--- config.mk ---
export PLATFORM = sky130hd
export DESIGN_NAME = channel_serializer_flat
export DESIGN_NICKNAME = d
export VERILOG_FILES = /design/src/rtl/channel_serializer_if.sv /design/src/rtl/channel_serializer.sv /design/src/flat_wrapper.sv
export SDC_FILE = /design/constraint.sdc
export NUM_CORES = 1
export LEC_CHECK = 0
export BUFFER_PORTS_ARGS = -buffer_cell sky130_fd_sc_hd__buf_2
export CORE_ASPECT_RATIO = 0.8
export CORE_MARGIN = 2
export CORE_UTILIZATION = 46
export CTS_CLUSTER_SIZE = 40
export DETAILED_ROUTE_END_ITERATION = 16
export PLACE_DENSITY = 0.74
export SYNTH_ARGS = -nofsm -noshare
export SYNTH_HDL_FRONTEND = slang
export SYNTH_SLANG_ARGS = --single-unit
--- constraint.sdc ---
create_clock -name clk_i -period 2.6 [get_ports clk_i]
set_clock_uncertainty 0.2 [all_clocks]
set_input_delay 0.13 -clock clk_i [delete_from_list [all_inputs] [get_ports clk_i]]
set_output_delay 0.13 -clock clk_i [all_outputs]
set_load 0.03 [all_outputs]
--- src/rtl/channel_serializer_if.sv ---
// Stream bundle for channel_serializer: parallel word in, tagged single-channel elements out.
// Member names are written from the serializer's side (_i into it, _o out of it).
interface channel_serializer_if #(
    parameter int BufferWidth   = 8,
    parameter int InputChannels = 2
);
    localparam int ChanWidth = (InputChannels > 1) ? $clog2(InputChannels) : 1;

    logic [InputChannels-1:0][BufferWidth-1:0] data_i;
    logic                                      valid_i;
    logic                                      ready_o;
    logic [BufferWidth-1:0]                    data_o;
    logic [ChanWidth-1:0]                      channel_o;
    logic                                      last_ch_o;
    logic                                      last_line_o;
    logic                                      valid_o;
    logic                                      ready_i;

    // Serializer side
    modport slave (
        input  data_i, valid_i, ready_i,
        output ready_o, data_o, channel_o, last_ch_o, last_line_o, valid_o
    );

    // Producer/consumer side
    modport master (
        output data_i, valid_i, ready_i,
        input  ready_o, data_o, channel_o, last_ch_o, last_line_o, valid_o
    );
endinterface

--- src/rtl/channel_serializer.sv ---
// channel_serializer: captures one multi-channel pixel word per handshake and
// emits its channels one per cycle, channel 0 first, tagged with channel index,
// last-channel and end-of-line flags. The next word can load on the same edge
// that the last channel leaves, so back-to-back words stream without bubbles.
module channel_serializer #(
    parameter int BufferWidth   = 8,
    parameter int InputChannels = 2,
    parameter int LineWidth     = 8
) (
    input  logic                  clk_i,
    input  logic                  rst_ni,
    channel_serializer_if.slave   bus
);
    localparam int ChanWidth = (InputChannels > 1) ? $clog2(InputChannels) : 1;
    localparam int PixWidth  = (LineWidth > 1) ? $clog2(LineWidth) : 1;
    localparam logic [ChanWidth-1:0] LastCh  = ChanWidth'(InputChannels - 1);
    localparam logic [PixWidth-1:0]  LastPix = PixWidth'(LineWidth - 1);

    // Occupancy view of (full_q, ch_q); it is decoded, not stored
    typedef enum logic [1:0] {
        ST_EMPTY   = 2'd0,
        ST_SENDING = 2'd1,
        ST_LAST    = 2'd2
    } state_e;

    logic [InputChannels-1:0][BufferWidth-1:0] word_q, word_d;
    logic                                      full_q, full_d;
    logic [ChanWidth-1:0]                      ch_q,   ch_d;
    logic [PixWidth-1:0]                       pix_q,  pix_d;

    state_e state;
    logic   last_ch;
    logic   in_fire;
    logic   out_fire;

    assign last_ch  = full_q & (ch_q == LastCh);
    assign in_fire  = bus.valid_i & bus.ready_o;
    assign out_fire = bus.valid_o & bus.ready_i;

    // With one channel ch_q never leaves 0, so last_ch == full_q and readiness
    // passes straight through from ready_i whenever the register is occupied.
    assign bus.ready_o     = rst_ni & (~full_q | (last_ch & bus.ready_i));
    assign bus.valid_o     = full_q;
    assign bus.data_o      = word_q[ch_q];
    assign bus.channel_o   = ch_q;
    assign bus.last_ch_o   = last_ch;
    assign bus.last_line_o = last_ch & (pix_q == LastPix);

    // Decode occupancy state from the stored registers
    always_comb begin
        state = ST_EMPTY;
        if (full_q) begin
            state = (ch_q == LastCh) ? ST_LAST : ST_SENDING;
        end
    end

    // Next-state: advance the channel pointer, retire/reload the word, count pixels
    always_comb begin
        word_d = word_q;
        full_d = full_q;
        ch_d   = ch_q;
        pix_d  = pix_q;
        case (state)
            ST_EMPTY: begin
                if (in_fire) begin
                    word_d = bus.data_i;
                    full_d = 1'b1;
                    ch_d   = '0;
                end
            end
            ST_SENDING: begin
                if (out_fire) begin
                    ch_d = ch_q + 1'b1;
                end
            end
            ST_LAST: begin
                if (out_fire) begin
                    // Wrap by comparison so non-power-of-two line widths behave
                    pix_d = (pix_q == LastPix) ? '0 : pix_q + 1'b1;
                    ch_d  = '0;
                    if (in_fire) begin
                        word_d = bus.data_i;
                        full_d = 1'b1;
                    end else begin
                        full_d = 1'b0;
                    end
                end
            end
            default: begin
                full_d = 1'b0;
                ch_d   = '0;
            end
        endcase
    end

    // State registers; reset discards any partial word and restarts the line
    always_ff @(posedge clk_i or negedge rst_ni) begin
        if (!rst_ni) begin
            word_q <= '0;
            full_q <= 1'b0;
            ch_q   <= '0;
            pix_q  <= '0;
        end else begin
            word_q <= word_d;
            full_q <= full_d;
            ch_q   <= ch_d;
            pix_q  <= pix_d;
        end
    end
endmodule

--- src/flat_wrapper.sv ---
// flat-port wrapper written by rule: the top's interface ports become plain ports
module channel_serializer_flat 
#(
    parameter int BufferWidth   = 8,
    parameter int InputChannels = 2,
    parameter int LineWidth     = 8
)
  (clk_i, rst_ni, bus_data_i, bus_valid_i, bus_ready_i, bus_ready_o, bus_data_o, bus_channel_o, bus_last_ch_o, bus_last_line_o, bus_valid_o);
  channel_serializer_if #(.BufferWidth(BufferWidth), .InputChannels(InputChannels)) bus_i ();
  input  logic clk_i;
  input  logic rst_ni;
  input wire logic [$bits(bus_i.data_i)-1:0] bus_data_i;
  input wire logic [$bits(bus_i.valid_i)-1:0] bus_valid_i;
  input wire logic [$bits(bus_i.ready_i)-1:0] bus_ready_i;
  output wire logic [$bits(bus_i.ready_o)-1:0] bus_ready_o;
  output wire logic [$bits(bus_i.data_o)-1:0] bus_data_o;
  output wire logic [$bits(bus_i.channel_o)-1:0] bus_channel_o;
  output wire logic [$bits(bus_i.last_ch_o)-1:0] bus_last_ch_o;
  output wire logic [$bits(bus_i.last_line_o)-1:0] bus_last_line_o;
  output wire logic [$bits(bus_i.valid_o)-1:0] bus_valid_o;
  assign bus_i.data_i = bus_data_i;
  assign bus_i.valid_i = bus_valid_i;
  assign bus_i.ready_i = bus_ready_i;
  assign bus_ready_o = bus_i.ready_o;
  assign bus_data_o = bus_i.data_o;
  assign bus_channel_o = bus_i.channel_o;
  assign bus_last_ch_o = bus_i.last_ch_o;
  assign bus_last_line_o = bus_i.last_line_o;
  assign bus_valid_o = bus_i.valid_o;
  channel_serializer #(.BufferWidth(BufferWidth), .InputChannels(InputChannels), .LineWidth(LineWidth)) u_core (.clk_i(clk_i), .rst_ni(rst_ni), .bus(bus_i));
endmodule
# After elaboration in Yosys (flattened, before gate mapping)
# Index checks and enable logic that the tools add are counted.
word_totals:
  out_inout_bits: 13
  ff_bits: 21
  elab_cells: 45
  in_bits: 20
classes:
  add_sub_neg: 2
  mux: 16
  n_eq_ne: 6
  bitwise_logic: 9
  reduce_logical: 6
  n_lt_le_gt_ge: 1
op_table:
  columns: ["cell", "n"]
  rows:
  - ["$mux W16", 2]
  - ["$pmux W16 S2", 1]
  - ["$mux W8", 2]
  - ["$and A1 B1 Y1", 6]
  - ["$mux W1", 6]
  - ["$ne A2 B1 Y1 const B", 3]
  - ["$pmux W1 S3", 2]
  - ["$reduce_and A3 Y1", 2]
  - ["$mux W2", 2]
  - ["$reduce_and A2 Y1", 2]
  - ["$add A3 B1 Y3 const B", 1]
  - ["$eq A3 B3 Y1 const B", 1]
  - ["$mux W3", 1]
  - ["$eq A2 B1 Y1 const B", 1]
  - ["$eq A2 B2 Y1 const B", 1]
  - ["$logic_not A2 Y1", 1]
  - ["$lt A1 B2 Y1 const B", 1]
  - ["$not A1 Y1", 2]
  - ["$reduce_bool A2 Y1", 1]
  - ["$add A1 B1 Y1 const B", 1]
  - ["$or A1 B1 Y1", 1]

# Longest topological paths before layout
depth:
  depth_word: 8
  depth_mapped: 4
  mapped_depth_nobuf: 4

# Worst setup path after synthesis
# No wires, ideal clock.
synth_path:
  kind: "flip-flop to flip-flop"
  startpoint: "register u_core.ch_q (netlist: u_core.bus.channel_o)"
  endpoint: "register u_core.word_q[0] (netlist name)"
  n_path_buf: 1
  setup_ps: 127
  t_required_ps: 2273
  period_less_slack_ps: 1763
  stages_incl_launch_ff: 5
  arrival_time_ps: 1435
  path_slack_ps: 837
  path_cell_list: "dfrtp_1 > nand2_2 > a21oi_4 > buf_6 > mux2_1"
synth_via:
  elab_chain_len: 8
  word_cells_on_any_way: 15
  classes_between: "eq/ne (2); mux (5); bitwise (5); reduce/logical (3)"
synth_lines:
  columns: ["element", "line_no", "source"]
  rows:
  - ["start: declaration", "channel_serializer.sv:28", "logic [ChanWidth-1:0] ch_q, ch_d;"]
  - ["start signal: assignment", "channel_serializer.sv:106", "ch_q <= ch_d;"]
  - ["$and A1 B1 Y1", "channel_serializer.sv:36", "assign last_ch = full_q & (ch_q == LastCh);"]
  - ["$and A1 B1 Y1", "channel_serializer.sv:42", "assign bus.ready_o = rst_ni & (~full_q | (last_ch & bus.ready_i));"]
  - ["$or A1 B1 Y1", "channel_serializer.sv:42", null]
  - ["$and A1 B1 Y1", "channel_serializer.sv:42", null]
  - ["$and A1 B1 Y1", "channel_serializer.sv:37", "assign in_fire = bus.valid_i & bus.ready_o;"]
  - ["$mux W16 (2 in a row)", null, null]
  - ["$pmux W16 S2", "channel_serializer.sv:63", "case (state)"]
  - ["end signal: assignment", "channel_serializer.sv:104", "word_q <= word_d;"]
  - ["end: declaration", "channel_serializer.sv:26", "logic [InputChannels-1:0][BufferWidth-1:0] word_q, word_d;"]
# Several ways; a longest one is shown, not always the timed one. The select of a mux whose other input is x is not followed.
# A chain may end at the register's enable or synchronous reset.

# Final worst setup path
layout_path:
  startpoint: "register u_core.pix_q[0]"
  endpoint: "output bus_last_line_o"
layout_via:
  elab_chain_len: 2
layout_lines:
  columns: ["element", "line_no", "source"]
  rows:
  - ["start: declaration", "channel_serializer.sv:29", "logic [PixWidth-1:0] pix_q, pix_d;"]
  - ["start signal: assignment", "channel_serializer.sv:107", "pix_q <= pix_d;"]
  - ["$eq A3 B3 Y1", "channel_serializer.sv:47", "assign bus.last_line_o = last_ch & (pix_q == LastPix);"]
  - ["$and A1 B1 Y1", "channel_serializer.sv:47", null]
  - ["end: declaration", "flat_wrapper.sv:19", "output wire logic [$bits(bus_i.last_line_o)-1:0] bus_last_line_o;"]
# No other way between the ends.

==> run_results.csv <==
group,metric,value,unit
status,outcome,"finished, final reports clean",
routing,routedWlPerCell,12.2,um
global_route,top_usage_layer,"met2",
synth,synth_edf_count,0,
synth,synth_warnings,0,
run,drv_cap,0,
pwr,p_int,887,uW
global_route,track_usage,18.4,%
synth,seq_area_frac_synth,55.0,%
global_route,grt.met2_usage,31.0,%
finish,multi_input_comb_area,413,sq um
timing,fin_crit_sh,69.5,%
timing,hold_ws,0.120,ns
setup_path,cp_common_cell,"ha_1",
setup_path,cp_max_fo,3,
synth,synth_nets,90,
clock_tree,path_clk_slew,0.12,ns
routing,drt_iter0_markers,0,
clock_tree,cts_resized,0,
clock_tree,cts_root_buffer,"clkbuf_4",
setup_path,required,2.27,ns
timing,finalMaxSlewViolations,0,
routing,drt_first_pass_iters,1,
synth,synth.avg_cell_area,14.0,sq um
clock_tree,cts_tree,"built",
finish,finalNetCount,147,
timing,setup_violations,0,
timing,maxSlewHeadroom,65.7,%
clock_tree,htree_levels,1,
setup_path,startpoint_type,"flip-flop",
global_route,grt_start_max_net_pins,23,
timing,hold_violations,0,
clock_tree,cts_max_path_buffers,2,
synth,synth_cell_types,17,
pwr,seq_power_share,37.5,%
synth,synth_ff_type,"dfrtp_1",
setup_path,cp.depth,4,
routing,vias,690,
setup_path,crit_chain,"ha_1 > ha_1 > and3_1 > buf_2",
setup_path,path_delay_family,"flip-flops",
pwr,clock_power_share,10.4,%
placed_design,io_buffers,32,
synth,ys_ff_latch,21,
synth,synth_top_area_share,55.0,%
synth,synth_largest_area_cell,"dfrtp_1",
setup_path,crit_path_top_delay_cell,"dfrtp_1",
global_route,antenna_found_initial,0,
routing,viasPerCell,4.66,
routing,route.detailed.drc,0,
clock_tree,clock-sinks,21,
floorplan,pin_count,33,
synth,postSynth.asyncResetShare,100,%
setup_path,rr_worst_depth,2,
global_route,grt_pass1_vias,717,
timing,tns,0,ns
floorplan,die_width,54.9,um
floorplan,fp-row-count,14,
timing,rsz0062_at_grt,"false",
pwr,p_leak,0.000663,uW
pwr,p_comb_share,52.1,%
synth,netlist_area,955,sq um
floorplan,chipHeight,44.7,um
global_route,grt_pass1_wl,3.15,mm
routing,ant_nets,0,
global_route,globalRouteMet3Util,6.29,%
floorplan,floorplan.initialDensity,49.5,%
finish,layout-drive-gt1-share,44.4,%
setup_path,critPathKind,"flip-flop to output port",
finish,fillCellCount,156,
setup_path,slowest_delay,0.42,ns
timing,fmax,554,MHz
placed_design,dp_slack,0.930,ns
global_route,met1_usage,22.8,%
synth,synth_common_cells,"dfrtp_1 (21), mux2_2 (15), mux2_1 (10)",
timing,period_needed,1.81,ns
clock_tree,clock_latency,0.31,ns
floorplan,fp.dieArea,2460,sq um
placed_design,gp_congestion,0.654,
setup_path,endpoint_kind,"output port",
synth,synthCells,68,
synth,synthTopCellsByArea,"dfrtp_1 (55%), mux2_2 (18%), mux2_1 (12%)",
pwr,irDropWorstVdd,0.744,mV
timing,finalWorstSetupSlack,0.793,ns
floorplan,core,1930,sq um
timing,worst_slew_pin_slew,0.514,ns
setup_path,cp_num_buf_inv,1,
clock_tree,cts_setup_buffers,0,
routing,wl,1.81,mm
pwr,power.total,1520,uW
pwr,power_density,1110,nW/um^2
clock_tree,numCtsBuffers,3,
global_route,grt_overflow,0,
hold_path,holdCritPathClass,"input port to asynchronous set/reset pin",
finish,syn_to_final_growth,43.6,%
finish,diodes,0,
synth,synthMostInstantiatedCell,"dfrtp_1",
pwr,swShare,41.6,%
setup_path,arrival,1.48,ns
pwr,switchingPower,632,uW
finish,seqCellArea,526,sq um
placed cells by master, fill, tap and decap left out:
cell            n
buf_2          32
nor3_1          1
mux2_2         15
clkinv_2        1
nand3_1         1
o21ai_0         2
buf_4           2
clkbuf_4        3
ha_1            2
and2_1          2
dfrtp_1        21
a21oi_4         1
and3_1          1
mux2_1         10
nand2_1         6
nand2_2         1
nand2b_1        1
a21o_1          1
dlygate4sd3_1  20
xor2_1          1
sequential cells by signal (all words and copies together) (netlist names):
register,flops
u_core.word_q,16
u_core.pix_q,3
u_core.bus.channel_o,1
u_core.bus.valid_o,1
power by group through the flow:
stage                     Sequential [uW]  Clock (uW)  Combinational [uW]
final                                 570         158                 791
after global routing                  599         179                 865
after CTS                             573         165                 795
after detailed placement              581           0                 764
after global placement                571           0                 750
after floorplan                       591           0                 558
cell families (layout without fill, tap and decap cells):
logic type	count (synthesis)	count (layout)	synth area share, %
AOI/OAI and AO/OA	4	4	3.54
xor gates and xnor gates	1	1	0.918
DFF	21	21	55.0
buffers and inverters	2	58	1.70
adders and majority gates	2	2	2.62
and+or+nand+nor	13	13	6.68
muxes	25	25	29.5
layer usage:
layer  share of wire (%)  vias up  wire [um]
li1                    -      350          -
met1                  44      317        789
met2                  50       21        905
met3                 5.6        2        101
met4                0.61        0         11
met5                   0        -          0
through the flow:
step | util [%] | instances | area [sq um]
3_5_place_dp | 59.4 | 124 | 1140
5_1_grt | 71.2 | 148 | 1370
2_1_floorplan | - | 68 | 955
6_report | 71.2 | 148 | 1370
4_1_cts | 71.2 | 148 | 1370
3_3_place_gp | 59.4 | 124 | 1140
final timing paths:
| check | from | endpoint | slack, ns |
|---|---|---|---|
| setup / recovery | u_core.pix_q[0]$_DFFE_PN0P_ | bus_last_line_o | 0.79 |
| hold / removal | rst_ni | u_core.bus.valid_o$_DFFE_PN0P_ | 0.12 |
| setup reg to reg | u_core.bus.valid_o$_DFFE_PN0P_ | u_core.word_q[7]$_DFFE_PN0P_ | 0.95 |
| hold reg to reg | u_core.word_q[12]$_DFFE_PN0P_ | u_core.word_q[12]$_DFFE_PN0P_ | 0.29 |
| max in group asynchronous | rst_ni | u_core.word_q[11]$_DFFE_PN0P_ | 1.87 |
| min in group clk_i | u_core.word_q[12]$_DFFE_PN0P_ | u_core.word_q[12]$_DFFE_PN0P_ | 0.29 |
final cells by class:
type	instances	share of cell area, %
multi-input combinational	45	30.1
tap	24	2.19
clock inverter	1	0.365
sequential	21	38.3
clock buffer	3	1.64
timing repair buffer	54	27.4
worst reg2reg max path, cell delays in order (launching register included):
cell and delay [ns]:
dfrtp_1 0.48, a21oi_4 0.47, mux2_2 0.40
repair_timing:
item / in CTS / in global routing
endpoints found under the hold margin: 39 / 0
hold buffers: 20 / 0
endpoints found under the setup margin: 0 / 0
Note: power is estimated with default switching activity, not from simulation.
